<file path="src/rtl/inst_encoder.sv">
// RV32 instruction word builder (I/S/B/U/J formats plus the li pseudo-op), valid/ready in and out.
// Optional immediate range checking and the out_err port are enabled by defining IMM_RANGE_CHECK_EN.
module inst_encoder #(
    parameter logic [31:0] NOP_INST = 32'h0000_0013
) (
    input  logic        clock,
    input  logic        reset,
    input  logic        in_valid,
    output logic        in_ready,
    input  logic [2:0]  in_fmt,
    input  logic        in_li,
    input  logic [6:0]  in_opcode,
    input  logic [2:0]  in_funct3,
    input  logic [4:0]  in_rd,
    input  logic [4:0]  in_rs1,
    input  logic [4:0]  in_rs2,
    input  logic [31:0] in_imm,
    output logic        out_valid,
    input  logic        out_ready,
    output logic [31:0] out_inst,
    output logic        out_last
`ifdef IMM_RANGE_CHECK_EN
    ,
    output logic        out_err
`endif
);

    typedef enum logic [1:0] {
        S_IDLE,
        S_EMIT,
        S_SECOND
    } state_t;

    state_t      r_state;
    state_t      w_state_next;
    logic [31:0] r_inst;
    logic        r_last;
    logic        r_pend;
    logic [31:0] r_second;

    logic        w_accept;
    logic        w_take;
    logic [11:0] w_lo;
    logic [19:0] w_hi;
    logic        w_fits12;
    logic        w_fits13;
    logic        w_fits21;
    logic [31:0] w_addi_x0;
    logic [31:0] w_lui;
    logic [31:0] w_addi_rd;
    logic [31:0] w_first;
    logic        w_pend;

    assign w_accept = in_valid & in_ready;
    assign w_take   = out_valid & out_ready;

    // (imm + 0x800) >> 12 mod 2^32 is the upper 20 bits plus the carry in from imm[11].
    assign w_lo      = in_imm[11:0];
    assign w_hi      = in_imm[31:12] + {19'd0, in_imm[11]};
    assign w_fits12  = (&in_imm[31:11]) | ~(|in_imm[31:11]);
    assign w_fits13  = (&in_imm[31:12]) | ~(|in_imm[31:12]);
    assign w_fits21  = (&in_imm[31:20]) | ~(|in_imm[31:20]);
    assign w_addi_x0 = {w_lo, 5'd0, 3'b000, in_rd, 7'h13};
    assign w_lui     = {w_hi, in_rd, 7'h37};
    assign w_addi_rd = {w_lo, in_rd, 3'b000, in_rd, 7'h13};

    always_comb begin
        w_first = NOP_INST;
        w_pend  = 1'b0;
        if (in_li) begin
            if (w_fits12) begin
                w_first = w_addi_x0;
            end else if (w_lo == 12'd0) begin
                w_first = w_lui;
            end else begin
                w_first = w_lui;
                w_pend  = 1'b1;
            end
        end else begin
            case (in_fmt)
                3'd0: w_first = {in_imm[11:0], in_rs1, in_funct3, in_rd, in_opcode};
                3'd1: w_first = {in_imm[11:5], in_rs2, in_rs1, in_funct3, in_imm[4:0], in_opcode};
                3'd2: w_first = {in_imm[12], in_imm[10:5], in_rs2, in_rs1, in_funct3,
                                 in_imm[4:1], in_imm[11], in_opcode};
                3'd3: w_first = {in_imm[31:12], in_rd, in_opcode};
                3'd4: w_first = {in_imm[20], in_imm[10:1], in_imm[11], in_imm[19:12],
                                 in_rd, in_opcode};
                default: w_first = NOP_INST;
            endcase
        end
    end

`ifdef IMM_RANGE_CHECK_EN
    logic r_err;
    logic w_err;

    always_comb begin
        w_err = 1'b0;
        if (!in_li) begin
            case (in_fmt)
                3'd0, 3'd1: w_err = ~w_fits12;
                3'd2:       w_err = ~w_fits13 | in_imm[0];
                3'd3:       w_err = |in_imm[11:0];
                3'd4:       w_err = ~w_fits21 | in_imm[0];
                default:    w_err = 1'b1;
            endcase
        end
    end

    always_ff @(posedge clock) begin
        if (reset) begin
            r_err <= 1'b0;
        end else if (w_accept) begin
            r_err <= w_err;
        end else if (r_state == S_EMIT && w_take && r_pend) begin
            r_err <= 1'b0;
        end
    end

    assign out_err = r_err;
`endif

    always_ff @(posedge clock) begin
        if (reset) begin
            r_state  <= S_IDLE;
            r_inst   <= '0;
            r_last   <= 1'b0;
            r_pend   <= 1'b0;
            r_second <= '0;
        end else begin
            r_state <= w_state_next;
            if (w_accept) begin
                r_inst   <= w_first;
                r_last   <= ~w_pend;
                r_pend   <= w_pend;
                r_second <= w_addi_rd;
            end else if (r_state == S_EMIT && w_take && r_pend) begin
                r_inst <= r_second;
                r_last <= 1'b1;
                r_pend <= 1'b0;
            end
        end
    end

    always_comb begin
        w_state_next = r_state;
        in_ready     = 1'b0;
        out_valid    = 1'b0;
        case (r_state)
            S_IDLE: begin
                in_ready = 1'b1;
                if (w_accept) w_state_next = S_EMIT;
            end
            S_EMIT: begin
                out_valid = 1'b1;
                if (w_take) w_state_next = r_pend ? S_SECOND : S_IDLE;
            end
            S_SECOND: begin
                out_valid = 1'b1;
                if (w_take) w_state_next = S_IDLE;
            end
            default: w_state_next = S_IDLE;
        endcase
    end

    assign out_inst = r_inst;
    assign out_last = r_last;

endmodule
</file>
<file path="config.mk">
export PLATFORM = sky130hd
export DESIGN_NAME = inst_encoder
export DESIGN_NICKNAME = d
export VERILOG_FILES = /design/src/rtl/inst_encoder.sv
export SDC_FILE = /design/constraint.sdc
export NUM_CORES = 1
export LEC_CHECK = 0
export CAP_MARGIN = 20
export CELL_PAD_IN_SITES_DETAIL_PLACEMENT = 0
export CELL_PAD_IN_SITES_GLOBAL_PLACEMENT = 2
export CORE_ASPECT_RATIO = 0.7
export CORE_MARGIN = 2
export CORE_UTILIZATION = 29
export CTS_CLUSTER_DIAMETER = 150
export CTS_CLUSTER_SIZE = 8
export DETAILED_ROUTE_END_ITERATION = 10
export PLACE_DENSITY = 0.95
export SYNTH_ARGS = -nofsm -noshare
export SYNTH_HDL_FRONTEND = slang
export SYNTH_SLANG_ARGS = --single-unit
</file>
<file path="constraint.sdc">
create_clock -name clock -period 6.7 [get_ports clock]
set_clock_uncertainty 0.1 [all_clocks]
set_input_delay 1.34 -clock clock [delete_from_list [all_inputs] [get_ports clock]]
set_output_delay 1.34 -clock clock [all_outputs]
set_load 0.05 [all_outputs]
</file>
# Word level (Yosys, flattened, before mapping)
# Cells that the tools add are included.
[word_totals]
regBits = 61
inputBits = 65
out_inout_bits = 35
wordCells = 49
[classes]
addsub = 1
eq_ne = 9
n_mux = 19
bitwise = 5
n_reduce_logical = 10
[ops]
columns = ["op", "n"]
rows = [
  ["32-bit case mux with 5 select lines", 1],
  ["32-bit 2-to-1 mux", 4],
  ["21-bit AND reduction", 1],
  ["21-bit OR reduction", 1],
  ["20-bit by 1-bit adder with 20-bit output", 1],
  ["12-bit logical NOT", 1],
  ["1-bit 2-to-1 mux", 9],
  ["2-bit 2-to-1 mux", 4],
  ["3-bit by 2-bit == test with 1-bit output, second input constant", 2],
  ["2-bit inequality test, second input constant", 3],
  ["2-bit case mux with 3 select lines", 1],
  ["3-bit by 1-bit == test with 1-bit output, second input constant", 1],
  ["3-bit == test, second input constant", 1],
  ["3-bit logical NOT", 1],
  ["3-bit AND reduction", 1],
  ["1-bit AND", 2],
  ["2-bit by 1-bit == test with 1-bit output, second input constant", 1],
  ["2-bit == test, second input constant", 1],
  ["1-bit logical AND", 2],
  ["2-bit logical NOT", 1],
  ["1-bit NOT", 2],
  ["2-bit nonzero test", 1],
  ["2-bit OR reduction", 1],
  ["1-bit bitwise OR", 1],
]

# Depth between registers and ports, before layout
[logic_depth]
word_depth = 8
ltp_mapped = 8

# Least setup slack after synthesis
# OpenSTA, ideal clock, no wires.
[synth_timing]
path_kind = "input port to flip-flop"
startpoint = "input in_imm[17]"
endpoint = "register r_inst[22], in the netlist out_inst[22]"
arrival_time_ns = 3.152
required_ns = 6.525
slack_ns = 3.373
stages = 7
path_cell_list = "buf_2 nand4_2 or4_4 o32ai_4 buf_4 mux2_2 o22ai_1"
[synth_via]
elab_chain_len = 6
word_cells_on_any_way = 8
cone_classes = "add/sub (1); mux (3); bitwise (2); reduce/logical (2)"
[synth_rtl]
columns = ["item", "line_no", "text"]
rows = [
  ["start: declaration", "17", "input logic [31:0] in_imm,"],
  ["branches (longest 3 deep; another with 20-bit by 1-bit adder with 20-bit output)", "--", ""],
  ["32-bit 2-to-1 mux (*)", "71", "if (w_fits12) begin"],
  ["32-bit 2-to-1 mux (*)", "70", "if (in_li) begin"],
  ["32-bit 2-to-1 mux (*)", "132", "if (w_accept) begin"],
  ["end signal: assignment", "133", "r_inst <= w_first;"],
  ["end signal: assignment", "138", "r_inst <= r_second;"],
  ["end: declaration", "36", "logic [31:0] r_inst;"],
]
# Every way passes the cells marked *.
# A chain may end at the register's enable or synchronous reset.

# Final worst setup path
[layout_timing]
startpoint = "input in_imm[11]"
endpoint = "register r_inst[24], in the netlist out_inst[24]"
# The elaborated chain is that of the path after synthesis.

==> results.md <==
* Max Slew Vio Count at 0
* Post-synth EDFFs at 0
* Overall Power at 0.00101 W
* WS Path Type: input pin to flop
* Flop2flop setup slack at 3.98 ns
* Worst hold path depth at 2
* Total track usage at between 20 and 25%
* Clk sinks at between 50 and 60
* TritonCTS clock tree: built
* Endpoints failing hold at 0
* Rows at 34
* Ranking of synthesized cells by area: dfxtp_1 (30%), nand2_1 (8.9%), a21oi_1 (8.3%), nor2_1 (3.4%), a22oi_1 (3.3%)
* Share of flip-flops with an asynchronous set or reset at 0%
* Antenna Nets Post-Route at 0
* Avg WL per Cell at about 19 µm
* Postcts setup bufs at 0
* Yosys synthesis warning count at 0
* Reg2reg start: r_state[0]
* Min cycle time layout at approximately 4.5 ns
* Die span in y at 97.5 µm
* Worst slew pin tran at 1.03 ns
* Mapped Cells at 502
* Largest net degree at the start of global routing at 60
* Hold slack at ~0.35 ns
* Reg2reg end: out_inst[4]
* Post-synth cell types at 56
* Syn nets at 573
* DRC Markers at 0
* Area Overhead vs Synth at 33.7%
* Post-synth top area share at around 30%
* Inserted Diodes at 0
* Worst EP required at 6.82 ns
* IO Count at 100
* Setup TNS at 0 ns
* Clock-pin transition on the worst setup and hold timing paths at 0.08 ns
* Die width at about 140 µm
* CTS buffer count at 5
* Slew headroom at ~31%
* Grt total ovfl at 0
* FF-to-FF path depth at 6
* Min-delay src: out_inst[4]
* First-pass GRT wire length at around 21 mm
* Post-DP HPWL at ~10 mm
* H-tree lvl count at 2
* Fin nets at ~640
* Setup-failing EPs final at 0
* Worst-case vdd ir drop at roughly 0.12 mV
* Iter 0 DRT Violations at around 340
* WL final at 13.9 mm
* CTS resizes at 0
* Most frequent cells in the layout: clkdlybuf4s50_1 (98), nand2_1 (86), a21oi_1 (60)
* Vias in the first global route at between 3,000 and 4,000
* CTS Hold Bufs at 0
* Die area at between 10,000 and 15,000 µm²
* DRT Pass-1 Iters at 5
* Core area at approximately 12,000 µm²
* Startpoint type of the worst setup path: input pin
* Register bit total from synthesis at 54
* Commonest non-fill, non-tap cell in the layout: clkdlybuf4s50_1
* Status: finished clean
* Critical Path Sink Type: flop
* Ratio of cells with drive above 1 in the final layout at about 4.7%
* Arr. time, crit path at ~4.6 ns
* Post-synthesis sequential area ratio at 29.8%
* Max Freq at 225 MHz
* Root buffer cell: clkbuf_16
* Dpl cells at between 700 and 800
* Vias at ~4,100
* Via density at about 5.6
* # port buffers at 99
* Syn Area/Cell at between 7 and 8 µm²
* Critical path fanouts, max at 15
* Final Non-Filler Cells at 736
* Netlist Area Pre-Place at 3620 µm²
* PwrDens at just over 200 nW/µm²
* Hold Path Class: flop to flop
* CTS Buffer Depth at 2
* Synth Flop Type: dfxtp_1
* Period utilization at about 66%
* Initial Util at between 20 and 30%
* Leak at 1.66 nW
* Initial antenna violation count at 0
* Clk_lat worst skew at approximately 0.30 ns
* Final Wtd Congestion at slightly above 0.9
* Hold endpoint: out_inst[4]
* RSZ-0062 raised after global routing: no
* Max_cap viols at 0
* Synth area leader: dfxtp_1
## sequential cells by signal, indices dropped and copies added (netlist names)
register,flops
out_inst,32
r_second,18
r_state,2
out_last,1
r_pend,1
## cell families (layout without fill, tap and decap cells)
group / count (synthesis) / in the layout / synth area share [%]
adders and majority gates: 7 / 7 / 2.35
xor gates and xnor gates: 13 / 13 / 3.14
buffers and inverters: 52 / 124 / 5.56
muxes: 10 / 10 / 2.97
and+or+nand+nor: 206 / 206 / 27.2
AOI/OAI and AO/OA: 160 / 160 / 29.0
DFF: 54 / 54 / 29.8
## critical path, stage by stage
cell             delay [ns]
clkdlybuf4s50_1        0.60
ha_1                   0.26
nand2_1                0.15
nor4_1                 0.78
nand4_1                0.82
and2_1                 0.41
a211oi_1               0.21
## power by group
group	leakage [nW]	internal [W]	switching (W)
Sequential	0.444	0.000351	0.0000185
Combinational	1.14	0.000134	0.000221
Clock	0.0748	0.000143	0.000139
## how the worst max path moves through the flow
stage	startpoint	endpoint	slack, ns	cells after the start
final	in_imm[11]	out_inst[24]	2.25	7
after global routing	in_imm[11]	out_last	2.08	7
after CTS	in_imm[11]	out_last	2.33	7
after detailed placement	in_imm[11]	out_inst[24]	2.01	7
after global placement	in_imm[11]	out_inst[24]	2.18	7
after floorplan	in_imm[17]	out_inst[22]	3.37	7
## Yosys cell counts, types with 3 or more instances
cell and instances:
a311oi_1 5, and3_1 4, nor4_1 9, nand3_1 18, dfxtp_1 54, o22ai_1 11
inv_1 12, nor3_1 10, xor2_1 5, ha_1 6, clkbuf_1 30, buf_1 7
nor2_1 33, o21ai_0 18, xnor2_1 8, mux2_2 6, nand2_1 86, mux2i_1 4
a211oi_1 4, o22a_1 5, nand4_1 7, o2bb2ai_1 3, a22oi_1 16, nor2b_1 19
a221oi_1 6, and2_1 4, a31oi_1 9, a21oi_1 60, a22o_1 4
## layout make-up
type                       instances  area, µm²
clock buffer                       5        125
clock inverter                     3       26.3
fill                            1273       7450
inverter                          12       45.0
multi-input combinational        396       2340
sequential                        54       1080
tap                              162        203
timing repair buffer             104       1020
## metrics by stage
step	util, %	setup slack, ns	area [µm²]
6_report	39.4	2.25	4850
5_1_grt	39.4	2.08	4850
4_1_cts	39.4	2.33	4850
3_5_place_dp	38.2	2.01	4690
3_3_place_gp	38.2	2.18	4690
2_1_floorplan	-	3.37	3620
## routing by layer
metal | vias up | track usage (%) | wire length [µm] | share of wire [%]
met3 | 17 | 3.91 | 1160 | 8.3
met2 | 185 | 30.3 | 5940 | 43
met4 | 0 | 3.97 | 151 | 1.1
met1 | 1963 | 30.7 | 6690 | 48
li1 | 1961 | - | - | -
met5 | - | 0 | 0 | 0
Power figures use the tool's default switching activity.
